File: src/rtl/mem_port_arbiter_if.sv
// rtl/mem_port_arbiter_if.sv - fetch/data requester and memory bus bundle for mem_port_arbiter
// Purpose: groups the fetch port (i_*), the data port (d_*), the timeout flag
//          and the single memory command port (mem_*) into one bundle.
// Modports:
//   master - arbiter view: takes requests and memory responses, drives
//            ready/rdata/err and the memory command.
//   slave  - environment view: drives requests and memory responses.
interface mem_port_arbiter_if #(
    parameter int ADDR_W = 32,
    parameter int DATA_W = 32
);
    logic                  i_req;
    logic [ADDR_W-1:0]     i_addr;
    logic [DATA_W-1:0]     i_rdata;
    logic                  i_ready;

    logic                  d_req;
    logic                  d_we;
    logic [ADDR_W-1:0]     d_addr;
    logic [DATA_W-1:0]     d_wdata;
    logic [DATA_W/8-1:0]   d_be;
    logic [DATA_W-1:0]     d_rdata;
    logic                  d_ready;

    logic                  err;

    logic                  mem_req;
    logic                  mem_we;
    logic [ADDR_W-1:0]     mem_addr;
    logic [DATA_W-1:0]     mem_wdata;
    logic [DATA_W/8-1:0]   mem_be;
    logic                  mem_ack;
    logic [DATA_W-1:0]     mem_rdata;

    modport master (
        input  i_req, i_addr, d_req, d_we, d_addr, d_wdata, d_be, mem_ack, mem_rdata,
        output i_rdata, i_ready, d_rdata, d_ready, err,
               mem_req, mem_we, mem_addr, mem_wdata, mem_be
    );

    modport slave (
        output i_req, i_addr, d_req, d_we, d_addr, d_wdata, d_be, mem_ack, mem_rdata,
        input  i_rdata, i_ready, d_rdata, d_ready, err,
               mem_req, mem_we, mem_addr, mem_wdata, mem_be
    );
endinterface

File: src/rtl/mem_port_arbiter.sv
// rtl/mem_port_arbiter.sv - fetch/data arbiter for a single-port unified memory
// Purpose: grants the memory to one requester at a time (data before fetch),
//          holds a registered command until mem_ack, returns rdata with a
//          one-cycle ready pulse, and aborts accesses that exceed TIMEOUT
//          busy cycles (ready + err, rdata forced to 0).
// Ports:
//   clk   - rising-edge clock
//   reset - synchronous, active-high
//   bus   - mem_port_arbiter_if.master (fetch port, data port, err, memory port)
module mem_port_arbiter #(
    parameter int ADDR_W  = 32,
    parameter int DATA_W  = 32,
    parameter int TIMEOUT = 64
) (
    input  logic                clk,
    input  logic                reset,
    mem_port_arbiter_if.master  bus
);
    localparam int BE_W  = DATA_W / 8;
    localparam int CNT_W = $clog2(TIMEOUT);
    localparam logic [CNT_W-1:0] WAIT_LAST = CNT_W'(TIMEOUT - 1);

    typedef enum logic [1:0] {
        S_IDLE  = 2'd0,
        S_IBUSY = 2'd1,
        S_DBUSY = 2'd2
    } state_t;

    state_t              state_q, state_d;
    logic [CNT_W-1:0]    wait_q, wait_d;
    logic                mem_req_q, mem_req_d;
    logic                cmd_we_q, cmd_we_d;
    logic [ADDR_W-1:0]   cmd_addr_q, cmd_addr_d;
    logic [DATA_W-1:0]   cmd_wdata_q, cmd_wdata_d;
    logic [BE_W-1:0]     cmd_be_q, cmd_be_d;

    logic busy;
    logic timeout_hit;
    logic done;

    // An ack on the last budgeted cycle still counts as a normal completion.
    assign busy        = (state_q != S_IDLE);
    assign timeout_hit = busy && !bus.mem_ack && (wait_q == WAIT_LAST);
    assign done        = busy && (bus.mem_ack || timeout_hit);

    always_ff @(posedge clk) begin
        if (reset) begin
            state_q <= S_IDLE;
        end else begin
            state_q <= state_d;
        end
    end

    always_comb begin
        state_d = state_q;
        case (state_q)
            S_IDLE: begin
                if (bus.d_req) begin
                    state_d = S_DBUSY;
                end else if (bus.i_req) begin
                    state_d = S_IBUSY;
                end
            end
            S_IBUSY, S_DBUSY: begin
                if (done) begin
                    state_d = S_IDLE;
                end
            end
            default: state_d = S_IDLE;
        endcase
    end

    // Command registers load only on the IDLE->busy transition and stay frozen
    // while busy, so requester input changes mid-access have no effect.
    always_comb begin
        cmd_we_d    = cmd_we_q;
        cmd_addr_d  = cmd_addr_q;
        cmd_wdata_d = cmd_wdata_q;
        cmd_be_d    = cmd_be_q;
        wait_d      = '0;
        mem_req_d   = (state_d != S_IDLE);
        if (state_q == S_IDLE) begin
            if (bus.d_req) begin
                cmd_we_d    = bus.d_we;
                cmd_addr_d  = bus.d_addr;
                cmd_wdata_d = bus.d_wdata;
                cmd_be_d    = bus.d_be;
            end else if (bus.i_req) begin
                cmd_we_d    = 1'b0;
                cmd_addr_d  = bus.i_addr;
                cmd_wdata_d = '0;
                cmd_be_d    = '0;
            end
        end else if (!bus.mem_ack) begin
            wait_d = wait_q + 1'b1;
        end
    end

    always_ff @(posedge clk) begin
        if (reset) begin
            wait_q      <= '0;
            mem_req_q   <= 1'b0;
            cmd_we_q    <= 1'b0;
            cmd_addr_q  <= '0;
            cmd_wdata_q <= '0;
            cmd_be_q    <= '0;
        end else begin
            wait_q      <= wait_d;
            mem_req_q   <= mem_req_d;
            cmd_we_q    <= cmd_we_d;
            cmd_addr_q  <= cmd_addr_d;
            cmd_wdata_q <= cmd_wdata_d;
            cmd_be_q    <= cmd_be_d;
        end
    end

    // Reset also masks the completion path so an access abandoned by reset
    // never reports ready or err, even if mem_ack lands in the reset cycle.
    always_comb begin
        bus.i_ready = 1'b0;
        bus.d_ready = 1'b0;
        bus.err     = 1'b0;
        bus.i_rdata = '0;
        bus.d_rdata = '0;
        if (!reset && done) begin
            bus.err = timeout_hit;
            if (state_q == S_IBUSY) begin
                bus.i_ready = 1'b1;
                bus.i_rdata = timeout_hit ? '0 : bus.mem_rdata;
            end else begin
                bus.d_ready = 1'b1;
                bus.d_rdata = timeout_hit ? '0 : bus.mem_rdata;
            end
        end
    end

    assign bus.mem_req   = mem_req_q;
    assign bus.mem_we    = cmd_we_q;
    assign bus.mem_addr  = cmd_addr_q;
    assign bus.mem_wdata = cmd_wdata_q;
    assign bus.mem_be    = cmd_be_q;
endmodule
File: src/flat_wrapper.sv
// flat-port wrapper written by rule: the top's interface ports become plain ports
module mem_port_arbiter_flat 
#(
    parameter int ADDR_W  = 32,
    parameter int DATA_W  = 32,
    parameter int TIMEOUT = 64
)
  (clk, reset, bus_i_req, bus_i_addr, bus_d_req, bus_d_we, bus_d_addr, bus_d_wdata, bus_d_be, bus_mem_ack, bus_mem_rdata, bus_i_rdata, bus_i_ready, bus_d_rdata, bus_d_ready, bus_err, bus_mem_req, bus_mem_we, bus_mem_addr, bus_mem_wdata, bus_mem_be);
  mem_port_arbiter_if #(.ADDR_W(ADDR_W), .DATA_W(DATA_W)) bus_i ();
  input  logic clk;
  input  logic reset;
  input wire logic [$bits(bus_i.i_req)-1:0] bus_i_req;
  input wire logic [$bits(bus_i.i_addr)-1:0] bus_i_addr;
  input wire logic [$bits(bus_i.d_req)-1:0] bus_d_req;
  input wire logic [$bits(bus_i.d_we)-1:0] bus_d_we;
  input wire logic [$bits(bus_i.d_addr)-1:0] bus_d_addr;
  input wire logic [$bits(bus_i.d_wdata)-1:0] bus_d_wdata;
  input wire logic [$bits(bus_i.d_be)-1:0] bus_d_be;
  input wire logic [$bits(bus_i.mem_ack)-1:0] bus_mem_ack;
  input wire logic [$bits(bus_i.mem_rdata)-1:0] bus_mem_rdata;
  output wire logic [$bits(bus_i.i_rdata)-1:0] bus_i_rdata;
  output wire logic [$bits(bus_i.i_ready)-1:0] bus_i_ready;
  output wire logic [$bits(bus_i.d_rdata)-1:0] bus_d_rdata;
  output wire logic [$bits(bus_i.d_ready)-1:0] bus_d_ready;
  output wire logic [$bits(bus_i.err)-1:0] bus_err;
  output wire logic [$bits(bus_i.mem_req)-1:0] bus_mem_req;
  output wire logic [$bits(bus_i.mem_we)-1:0] bus_mem_we;
  output wire logic [$bits(bus_i.mem_addr)-1:0] bus_mem_addr;
  output wire logic [$bits(bus_i.mem_wdata)-1:0] bus_mem_wdata;
  output wire logic [$bits(bus_i.mem_be)-1:0] bus_mem_be;
  assign bus_i.i_req = bus_i_req;
  assign bus_i.i_addr = bus_i_addr;
  assign bus_i.d_req = bus_d_req;
  assign bus_i.d_we = bus_d_we;
  assign bus_i.d_addr = bus_d_addr;
  assign bus_i.d_wdata = bus_d_wdata;
  assign bus_i.d_be = bus_d_be;
  assign bus_i.mem_ack = bus_mem_ack;
  assign bus_i.mem_rdata = bus_mem_rdata;
  assign bus_i_rdata = bus_i.i_rdata;
  assign bus_i_ready = bus_i.i_ready;
  assign bus_d_rdata = bus_i.d_rdata;
  assign bus_d_ready = bus_i.d_ready;
  assign bus_err = bus_i.err;
  assign bus_mem_req = bus_i.mem_req;
  assign bus_mem_we = bus_i.mem_we;
  assign bus_mem_addr = bus_i.mem_addr;
  assign bus_mem_wdata = bus_i.mem_wdata;
  assign bus_mem_be = bus_i.mem_be;
  mem_port_arbiter #(.ADDR_W(ADDR_W), .DATA_W(DATA_W), .TIMEOUT(TIMEOUT)) u_core (.clk(clk), .reset(reset), .bus(bus_i));
endmodule
File: config.mk
export PLATFORM = sky130hd
export DESIGN_NAME = mem_port_arbiter_flat
export DESIGN_NICKNAME = d
export VERILOG_FILES = /design/src/rtl/mem_port_arbiter_if.sv /design/src/rtl/mem_port_arbiter.sv /design/src/flat_wrapper.sv
export SDC_FILE = /design/constraint.sdc
export NUM_CORES = 1
export LEC_CHECK = 0
export CAP_MARGIN = 40
export CORE_ASPECT_RATIO = 1.4
export CORE_MARGIN = 2
export CORE_UTILIZATION = 35
export CTS_CLUSTER_SIZE = 24
export DETAILED_ROUTE_END_ITERATION = 12
export PLACE_DENSITY_LB_ADDON = 0.1
export SLEW_MARGIN = 0
export SYNTH_ARGS = -nofsm -noshare
export SYNTH_HDL_FRONTEND = slang
export SYNTH_SLANG_ARGS = --single-unit
File: constraint.sdc
create_clock -name clk -period 3.9 [get_ports clk]
set_input_delay 0.975 -clock clk [delete_from_list [all_inputs] [get_ports clk]]
set_output_delay 0.975 -clock clk [all_outputs]
set_load 0.02 [all_outputs]
Word level (Yosys, flattened, before mapping)
Index checks and enable logic that the tools add are counted.
{ "classes": {"eq_ne": 3, "reduce_logical": 14, "addsub": 1, "muxes": 22} }
{ "ops": {"columns": ["op", "count"], "rows": [
  ["$mux 32", 9],
  ["$mux 4", 2],
  ["$mux 1", 7],
  ["$add 6x1->6 const B", 1],
  ["$eq 6x6->1 const B", 1],
  ["$mux 2", 3],
  ["$reduce_bool 2->1", 3],
  ["$logic_and 1x1->1", 4],
  ["$pmux 2 s2", 1],
  ["$reduce_or 3->1", 1],
  ["$eq 2x1->1 const B", 1],
  ["$eq 2x2->1 const B", 1],
  ["$logic_not 1->1", 2],
  ["$logic_not 2->1", 1],
  ["$reduce_and 2->1", 1],
  ["$reduce_or 2->1", 1],
  ["$logic_or 1x1->1", 1]
]} }
{ "totals": {"regBits": 78, "out_inout_bits": 137} }

Longest topological paths before layout
Gate-level depths: netlist of the first run.
{ "logic_depth": {"word_depth": 8, "mapped_depth": 8, "ltp_nobuf": 5} }

Worst setup path before layout of the first run
Ideal clock, no wire load.
{ "synth_timing": {"path_type": "input port to output port", "start": "input reset", "end": "output bus_d_ready", "arrival_ns": 2.021, "path_slack_ns": 0.904, "t_required_ns": 2.925, "cell_stages": 3, "n_path_buf": 2, "cell_sequence": "buf_2 > buf_2 > nor4_1"} }
{ "synth_via": {"elab_chain_cells": 3} }
{ "synth_lines": {"columns": ["item", "line", "rtl"], "rows": [
  ["start, declared", "flat_wrapper.sv:11", "input logic reset;"],
  ["$logic_not 1->1", "mem_port_arbiter.sv:125", "if (!reset && done) begin"],
  ["$logic_and 1x1->1", "mem_port_arbiter.sv:125", null],
  ["$mux 1", "mem_port_arbiter.sv:125", null],
  ["end, declared", "flat_wrapper.sv:24", "output wire logic [$bits(bus_i.d_ready)-1:0] bus_d_ready;"]
]} }
No other way between the ends.

Worst setup path after layout of the first run
{ "layout_timing": {"start": "input bus_mem_ack", "end": "output bus_i_rdata[16]"} }
{ "layout_via": {"elab_chain_cells": 7, "word_cells_on_any_way": 9, "classes_between": "3 x mux; 6 x reduce/logical"} }
{ "layout_lines": {"columns": ["item", "line", "rtl"], "rows": [
  ["start, declared", "flat_wrapper.sv:19", "input wire logic [$bits(bus_i.mem_ack)-1:0] bus_mem_ack;"],
  ["$logic_not 1->1", "mem_port_arbiter.sv:43", "assign timeout_hit = busy && !bus.mem_ack && (wait_q == WAIT_LAST);"],
  ["$logic_and 1x1->1 (2 in a row)", "mem_port_arbiter.sv:43", null],
  ["$logic_or 1x1->1", "mem_port_arbiter.sv:44", "assign done = busy && (bus.mem_ack || timeout_hit);"],
  ["$logic_and 1x1->1", "mem_port_arbiter.sv:44", null],
  ["$logic_and 1x1->1", "mem_port_arbiter.sv:125", null],
  ["$mux 32 *", "mem_port_arbiter.sv:125", null],
  ["end, declared", "flat_wrapper.sv:21", "output wire logic [$bits(bus_i.i_rdata)-1:0] bus_i_rdata;"]
]} }
Mark *: on every way between the ends. The rest lies on a longest branch, timed or not.

==> flow_summary.json, run 1 <==
{
  "worstPathArrival_ns": 2.80,
  "die_w_um": 91.5,
  "hold_end": "u_core.wait_q[0]",
  "worstPathCellList": "clkdlybuf4s50_1 -> nand2b_1 -> nor3b_2 -> buf_12 -> and2_1 -> clkdlybuf4s50_1",
  "min_period_over_period_pct": 96.8,
  "critPathLaunchType": "input port",
  "cts.sink_count": 78,
  "cp_data_required_time_ns": 2.92,
  "vias": 3786,
  "hold_depth": 1,
  "min_from": "u_core.wait_q[0]",
  "antenna_found_initial": 0,
  "dieArea_um2": 11600,
  "max_slew_margin_pct": 48.4,
  "grt_pass1_wl_um": 18700,
  "grt_pass1_vias": 3879,
  "nets": 794,
  "clk_latency_ns": 0.34,
  "reg2reg_from": "u_core.state_q[1]",
  "ys_types": 38,
  "hpwl_um": 9660,
  "timing.rr.end": "u_core.bus.mem_addr[5]",
  "yosys.area.top_type_share_pct": 41.6,
  "synthToLayoutAreaGrowth_pct": 82.1,
  "multiInputGateArea_um2": 1970,
  "placement.io_buffers": 274,
  "ys_seq_area_share_pct": 41.6,
  "worst_path_largest_cell_delay_ns": 0.61,
  "worstMarginPinSlew_ns": 0.774,
  "period_needed_ns": 3.77,
  "cts_root_buffer": "clkbuf_16",
  "status": "finished clean",
  "firstDrtPassIters": 4,
  "synth_nets": 534,
  "overflow": 0,
  "p_per_area_nw_per_um2": 360,
  "antenna_cells": 0,
  "yosysTopAreaCell": "dfxtp_1",
  "fmax_mhz": 265,
  "setup_tns_ns": 0,
  "ios": 275,
  "die_height_um": 127,
  "design_area_um2": 6840,
  "synth_area_um2": 3750,
  "numCtsBuffers": 9,
  "ys_dominant_reg_cell": "dfxtp_1",
  "layout-drive-gt1-share_pct": 9.76,
  "drcViolationCount": 0,
  "gr-usage-all-layers_pct": 20.5,
  "cts_resized": 0,
  "rrSetupSlack_ns": 1.80,
  "setup_ws_ns": 0.125,
  "grt_max_degree": 65,
  "hp-class": "reg2reg",
  "cts_max_path_buffers": 2,
  "syn_avg_cell_area_um2": 9.58,
  "fill_cells": 844,
  "ys_warn_count": 0,
  "finalNonFillerCells": 794,
  "maxCapViolations": 0,
  "gp_congestion": 0.843,
  "path_common_cell": "clkdlybuf4s50_1",
  "cp-end-kind": "output pin",
  "path_class": "in2out",
  "total_power_mw": 2.46,
  "slowest_stage": "clkdlybuf4s50_1",
  "htreeDepth": 3,
  "synth.area.top_cells": "dfxtp_1 (42%), and2_1 (11%), a211oi_2 (11%)",
  "hold_buffers": 0,
  "core-area_um2": 10400,
  "wirelength_um": 12300,
  "ir_drop_uv": 242,
  "rsz0062_at_grt": "false",
  "wl_per_cell_um": 15.5,
  "cts_setup_buffers": 0,
  "r2r_cells": 6,
  "async_flop_share_pct": 0,
  "setup_viol": 0,
  "finClkSkew_ns": 0.00918,
  "place_ws_ns": 0.158,
  "ant_nets": 0,
  "vias_per_cell": 4.77,
  "syn_inst": 392,
  "synth_edf_count": 0,
  "drv_slew": 0,
  "finalHoldViolations": 0,
  "start_util_pct": 36.1,
  "p_leak_nw": 2.63,
  "crit_fanout": 32,
  "rows": 44,
  "dpl.cell_count": 779,
  "regArea_um2": 1560,
  "place_area_um2": 6560,
  "path_clk_slew_ns": 0.05,
  "drtIter0Drc": 119,
  "cts_tree": "yes",
  "yosys_register_bits": 78
}
layer usage:
layer	GRT usage [%]	routed length (um)	vias to the layer above
met2	39.2	6500	184
met3	7.90	1270	12
met5	0	0	-
met4	7.04	178	0
met1	19.6	4390	1718
li1	-	-	1872
report_power, final:
group / internal, mW / switching [mW]
Sequential: 0.878 / 0.0401
Clock: 0.461 / 0.311
Combinational: 0.394 / 0.375
cell usage after synthesis (2+ instances only):
cell and n:
dfxtp_1 78, nor2_1 77, and2_1 65, a22oi_1 37, a211oi_2 32, mux2i_1 32, buf_2 9, clkbuf_1 8
buf_6 7, ha_1 4, inv_1 4, buf_1 3, buf_4 3, o21ai_0 3, clkbuf_2 2, clkbuf_4 2
nand2_1 2, nand3_1 2, or3_1 2, xor2_1 2
registers in the layout, indices dropped and copies added (netlist names):
signal                count
u_core.state_q            2
u_core.bus.mem_be         4
u_core.bus.mem_wdata     32
u_core.bus.mem_we         1
u_core.bus.mem_req        1
u_core.bus.mem_addr      32
u_core.wait_q             6
layout make-up:
cell class / instances / area share [%]
clock inverters: 3 / 0.293
repair buffers: 283 / 41.6
well taps: 138 / 2.53
flip-flops and latches: 78 / 22.8
clock buffers: 12 / 3.75
inverters: 4 / 0.220
multi-input cells: 276 / 28.8
per-stage QoR:
stage	utilization, %	hold slack [ns]
final	65.7	0.448
after floorplan	-	0.418
after CTS	65.7	0.451
after detailed placement	63.0	0.440
after global placement	62.8	0.429
after global routing	65.7	0.473
critical path: cells and delay by family:
kind                   cells  cell delay, ns
AND/OR/NAND/NOR            3            0.53
buffers and inverters      3            1.29
cells by family (layout without fill, tap and decap cells):
kind of cell    after synthesis  count (layout)  synth area share, %
simple gates                158             158                 21.6
compound gates               79              79                 20.2
flops                        78              78                 41.6
buf+inv                      38             302                 6.07
mux                          32              32                 8.53
fa+ha+maj                     4               4                 1.33
xor+xnor                      3               3                0.700
placed cells by master, fill, tap and decap left out, types with 3 or more instances in the layout:
cell             netlist  layout
a22oi_1               37      37
mux2i_1               32      32
o21ai_0                3       3
nor2_1                77      77
a211oi_2              32      32
dfxtp_1               78      78
inv_1                  4       4
ha_1                   4       4
clkdlybuf4s50_1        0     271
buf_4                  3       8
and2_1                65      65
clkbuf_16              0       9
how the worst max path moves through the flow:
stage / from / endpoint / slack [ns] / cells past startpoint
final: bus_mem_ack / bus_i_rdata[16] / 0.13 / 6
after detailed placement: bus_mem_ack / bus_i_rdata[31] / 0.16 / 6
after global placement: bus_mem_ack / bus_i_rdata[14] / 0.18 / 6
after global routing: bus_mem_ack / bus_i_rdata[9] / 0.05 / 6
after floorplan: reset / bus_d_ready / 0.90 / 3
after CTS: bus_mem_ack / bus_i_rdata[16] / 0.13 / 6
Power figures use the tool's default switching activity.
==> run 2: changes to the inputs <==
--- a/config.mk
+++ b/config.mk
@@ -12,6 +12,7 @@
 export CTS_CLUSTER_SIZE = 24
 export DETAILED_ROUTE_END_ITERATION = 12
 export PLACE_DENSITY_LB_ADDON = 0.1
+export RECOVER_POWER = 50
 export SLEW_MARGIN = 0
 export SYNTH_ARGS = -nofsm -noshare
 export SYNTH_HDL_FRONTEND = slang
==> constraint.sdc (replaced) <==
create_clock -name clk -period 3.68 [get_ports clk]
set_input_delay 0.92 -clock clk [delete_from_list [all_inputs] [get_ports clk]]
set_output_delay 0.92 -clock clk [all_outputs]
set_load 0.02 [all_outputs]
==> run 2 against run 1 <==
The run now ends with max-capacitance violations, max-slew violations left. Critical path depth stayed put. Worst hold slack better by 0.0092 ns. Global-route usage is 0.19 points higher. First-iteration DRC count is 21% higher. Largest cell class unchanged. Clock skew is 0.0025 ns lower. Highest routed layer unchanged.
==> flow_summary.json, run 2 (synthesis results as in run 1) <==
{
  "path_common_cell": "clkdlybuf4s50_1",
  "die_w_um": 91.5,
  "finClkSkew_ns": 0.00663,
  "drcViolationCount": 0,
  "slowest_stage": "clkdlybuf4s50_1",
  "die_height_um": 127,
  "cp-end-kind": "output pin",
  "wirelength_um": 12300,
  "path_clk_slew_ns": 0.05,
  "path_class": "in2out",
  "status": "finished with violations",
  "cts_tree": "yes",
  "dieArea_um2": 11600,
  "violations": "max-capacitance violations, max-slew violations",
  "synthToLayoutAreaGrowth_pct": 85.2,
  "vias_per_cell": 4.84,
  "cts_max_path_buffers": 2,
  "ant_nets": 0,
  "layout-drive-gt1-share_pct": 7.48,
  "crit_path_end": "bus_d_rdata[5]",
  "setup_viol": 0,
  "r2r_cells": 6,
  "max_slew_margin_pct": -15.9,
  "gr-usage-all-layers_pct": 20.7,
  "drv_slew": 40,
  "antenna_cells": 0,
  "crit_cells": 6,
  "core-area_um2": 10400,
  "period_needed_ns": 3.61,
  "cp_data_required_time_ns": 2.76,
  "start_util_pct": 36.1,
  "worstPathArrival_ns": 2.69,
  "wl_per_cell_um": 15.5,
  "grt_max_degree": 65,
  "maxCapViolations": 1,
  "crit_fanout": 32,
  "p_leak_nw": 3.80,
  "post-route-util_pct": 66.8,
  "placement.io_buffers": 274,
  "numCtsBuffers": 9,
  "cts_root_buffer": "clkbuf_16",
  "gp_congestion": 0.841,
  "rows": 44,
  "cts.sink_count": 78,
  "min_period_over_period_pct": 98.2,
  "ir_drop_uv": 296,
  "drtIter0Drc": 144,
  "total_power_mw": 2.67,
  "ios": 275,
  "critPathTopFamily": "buffers and inverters",
  "overflow": 0,
  "layout_common_cells": "clkdlybuf4s50_1 (151), dfxtp_1 (78), nor2_1 (77), and2_1 (65), dlygate4sd3_1 (65)",
  "timing.rr.end": "u_core.bus.mem_addr[13]",
  "layout_commonest_cell": "clkdlybuf4s50_1",
  "worst_path_largest_cell_delay_ns": 0.62,
  "firstDrtPassIters": 5,
  "rrSetupSlack_ns": 1.53,
  "finalHoldViolations": 0,
  "grt_pass1_vias": 3983,
  "hp-class": "reg2reg",
  "clk_latency_ns": 0.33,
  "vias": 3842,
  "htreeDepth": 3,
  "hold_buffers": 0,
  "startpoint": "bus_mem_ack",
  "critical_path_buf_inv_count": 3,
  "reg2reg_from": "u_core.state_q[0]",
  "critPathLaunchType": "input port",
  "worstMarginPinSlew_ns": 1.74,
  "worstPathCellList": "clkdlybuf4s50_1 -> nand2b_1 -> nor3_4 -> buf_12 -> and2_1 -> clkdlybuf4s50_1",
  "nets": 794,
  "grt_pass1_wl_um": 19000,
  "hpwl_um": 9780,
  "p_per_area_nw_per_um2": 384,
  "antenna_found_initial": 0,
  "fmax_mhz": 277
}
run 2: changes by cell type in the layout (fill, tap and decap cells not counted), sizes merged:
cell | previous run | this run
clkbuf | 12 | 16
clkinvlp | 2 | 0
clkdlybuf4s50 | 271 | 151
bufinv | 0 | 2
clkinv | 1 | 0
buf | 12 | 7
dlygate4sd3 | 0 | 65
dlymetal6s2s | 0 | 55
inv | 4 | 5
run 2: how the worst min path moves through the flow:
| stage | start | to | slack, ns | cells past startpoint |
|---|---|---|---|---|
| floorplan | u_core.wait_q[0] | u_core.wait_q[0] | 0.42 | 1 |
| global placement | u_core.wait_q[0] | u_core.wait_q[0] | 0.43 | 1 |
| detailed placement | u_core.wait_q[0] | u_core.wait_q[0] | 0.45 | 1 |
| CTS | u_core.wait_q[0] | u_core.wait_q[0] | 0.46 | 1 |
| global route | u_core.wait_q[0] | u_core.wait_q[0] | 0.49 | 1 |
| finish | u_core.wait_q[0] | u_core.wait_q[0] | 0.46 | 1 |
run 2: area by class of cell:
cell class	count	area, um2
Clock buffer	11	243
Clock inverter	3	68.8
Fill cell	822	3450
Inverter	4	15.0
Multi-Input combinational cell	276	1920
Sequential cell	78	1560
Tap cell	138	173
Timing Repair Buffer	283	2970
run 2: timing repair:
item | 4_1_cts | 5_1_grt
endpoints found under the hold margin | 0 | 0
buffers inserted | 0 | 0
resized for setup | 0 | 56
setup endpoints to repair | 0 | 63
run 2: through the flow:
stage / hold WS, ns / area (um2) / TNS (ns) / instances / worst slack, ns
detailed placement: 0.452 / 6570 / 0 / 779 / 0.00721
CTS: 0.460 / 6880 / 0 / 793 / 0.00644
global placement: 0.429 / 6550 / 0 / 778 / 0.0687
floorplan: 0.418 / 3750 / 0 / 392 / 0.794
finish: 0.457 / 6950 / 0 / 793 / 0.0677
global route: 0.485 / 6950 / -0.0291 / 793 / -0.0282
run 2: power breakdown:
group | internal, mW | leakage, nW | switching (mW)
logic | 0.382 | 3.00 | 0.388
clock network | 0.607 | 0.152 | 0.323
registers | 0.931 | 0.643 | 0.0390
total | 1.92 | 3.80 | 0.751
run 2: routing by layer:
| metal | share of wire, % | GRT usage (%) |
|---|---|---|
| met5 | 0 | 0 |
| met4 | 1.9 | 8.47 |
| met3 | 9.7 | 7.54 |
| met2 | 54 | 39.4 |
| met1 | 35 | 19.6 |
==> run 3: changes to the inputs <==
--- a/config.mk
+++ b/config.mk
@@ -11,8 +11,8 @@
 export CORE_UTILIZATION = 35
 export CTS_CLUSTER_SIZE = 24
 export DETAILED_ROUTE_END_ITERATION = 12
+export HOLD_SLACK_MARGIN = 0.06
 export PLACE_DENSITY_LB_ADDON = 0.1
-export RECOVER_POWER = 50
 export SLEW_MARGIN = 0
 export SYNTH_ARGS = -nofsm -noshare
 export SYNTH_HDL_FRONTEND = slang
==> run 3 against run 2 <==
The flow now finishes without violations. Power up 1.9%. Sequential power about the same. Sequential share of layout area down 0.24 points. Via count down 0.18%. Final cell count unchanged. Critical path type unchanged. Largest power group unchanged.
==> flow_summary.json, run 3 (synthesis results as in run 1) <==
{
  "max_slew_margin_pct": 59.2,
  "hpwl_um": 9780,
  "synthToLayoutAreaGrowth_pct": 87.2,
  "die_height_um": 127,
  "clk_latency_ns": 0.33,
  "ir_drop_uv": 314,
  "finClkSkew_ns": 0.00655,
  "path_class": "in2out",
  "hold_buffers": 0,
  "numCtsBuffers": 9,
  "grt_pass1_wl_um": 19000,
  "wl_met1_um": 4290,
  "regArea_um2": 1560,
  "cp-end-kind": "output pin",
  "wirelength_um": 12400,
  "worstPathArrival_ns": 2.69,
  "setup_viol": 0,
  "antenna_found_initial": 0,
  "period_needed_ns": 3.61,
  "cts_root_buffer": "clkbuf_16",
  "top_layer_used": "met4",
  "finalHoldViolations": 0,
  "vias_per_cell": 4.84,
  "layout-drive-gt1-share_pct": 9.62,
  "p_per_area_nw_per_um2": 387,
  "ant_nets": 0,
  "min_period_over_period_pct": 98.1,
  "cts_setup_buffers": 0,
  "fmax_mhz": 277,
  "cts_max_path_buffers": 2,
  "cp_data_required_time_ns": 2.76,
  "rows": 44,
  "htreeDepth": 3,
  "maxCapViolations": 0,
  "layout_commonest_cell": "clkdlybuf4s50_1",
  "grt_pass1_vias": 3983,
  "core-area_um2": 10400,
  "antenna_cells": 0,
  "dpl.cell_count": 779,
  "critPathLaunchType": "input port",
  "crit_fanout": 32,
  "drv_slew": 0,
  "ios": 275,
  "nets": 794,
  "routed-wl-met3_um": 1180,
  "placement.io_buffers": 274,
  "setup_tns_ns": 0,
  "whs_ns": 0.452,
  "path_clk_slew_ns": 0.05,
  "die_w_um": 91.5,
  "setup_ws_ns": 0.0691,
  "vias": 3835,
  "place_ws_ns": 0.00721,
  "cts_tree": "yes",
  "wl_per_cell_um": 15.6,
  "multiInputGateArea_um2": 1970,
  "hp-class": "reg2reg",
  "met2_length_um": 6640,
  "dieArea_um2": 11600,
  "status": "finished clean",
  "drcViolationCount": 0,
  "drtIter0Drc": 136,
  "start_util_pct": 36.1,
  "overflow": 0,
  "fill_cells": 810,
  "cts.sink_count": 78,
  "worstMarginPinSlew_ns": 0.611,
  "p_leak_nw": 3.67,
  "gr-usage-all-layers_pct": 20.7,
  "firstDrtPassIters": 4,
  "gp_congestion": 0.841,
  "finalNonFillerCells": 793,
  "total_power_mw": 2.72,
  "layout_common_cells": "clkdlybuf4s50_1 (216), dfxtp_1 (78), nor2_1 (77), and2_1 (65), dlymetal6s2s_1 (55)",
  "grt_max_degree": 65
}
run 3: worst max-delay path: stages:
cell             delay [ns]
clkdlybuf4s50_1        0.49
nand2b_1               0.14
nor3_4                 0.18
buf_12                 0.18
and2_1                 0.15
clkdlybuf4s50_1        0.62
run 3: final timing paths:
kind,startpoint,end,slack [ns],cells after the start
worst min-delay path,u_core.wait_q[0],u_core.wait_q[0],0.45,1
worst max-delay path,bus_mem_ack,bus_d_rdata[5],0.07,6
worst max register to register,u_core.state_q[0],u_core.bus.mem_addr[13],1.90,6
worst min register to register,u_core.wait_q[0],u_core.wait_q[0],0.45,1
run 3: layout make-up:
class / count / area share [%]
Sequential cell: 78 / 22.2
Multi-Input combinational cell: 276 / 28.1
Inverter: 4 / 0.214
Tap cell: 138 / 2.46
Clock buffer: 11 / 3.45
Clock inverter: 3 / 0.979
Timing Repair Buffer: 283 / 42.6
run 3: power breakdown:
group,internal (mW),switching [mW],total (mW)
Sequential,0.931,0.0424,0.973
Clock,0.607,0.324,0.931
Combinational,0.420,0.398,0.818
Total,1.96,0.765,2.72
run 3: repair_timing:
action / CTS / global route
resized for setup: 0 / 56
endpoints found under the hold margin: 0 / 0
setup endpoints to repair: 0 / 63
run 3: through the flow:
| step | utilization [%] | cell area [um2] |
|---|---|---|
| after floorplan | - | 3750 |
| after global placement | 62.9 | 6550 |
| after detailed placement | 63.2 | 6570 |
| after CTS | 66.2 | 6880 |
| after global routing | 67.5 | 7030 |
| final | 67.5 | 7030 |
run 3: per-layer routing:
metal,vias to the layer above,global-route usage [%]
met4,0,8.47
met3,15,7.54
met5,-,0
met1,1753,19.6
li1,1878,-
met2,189,39.4
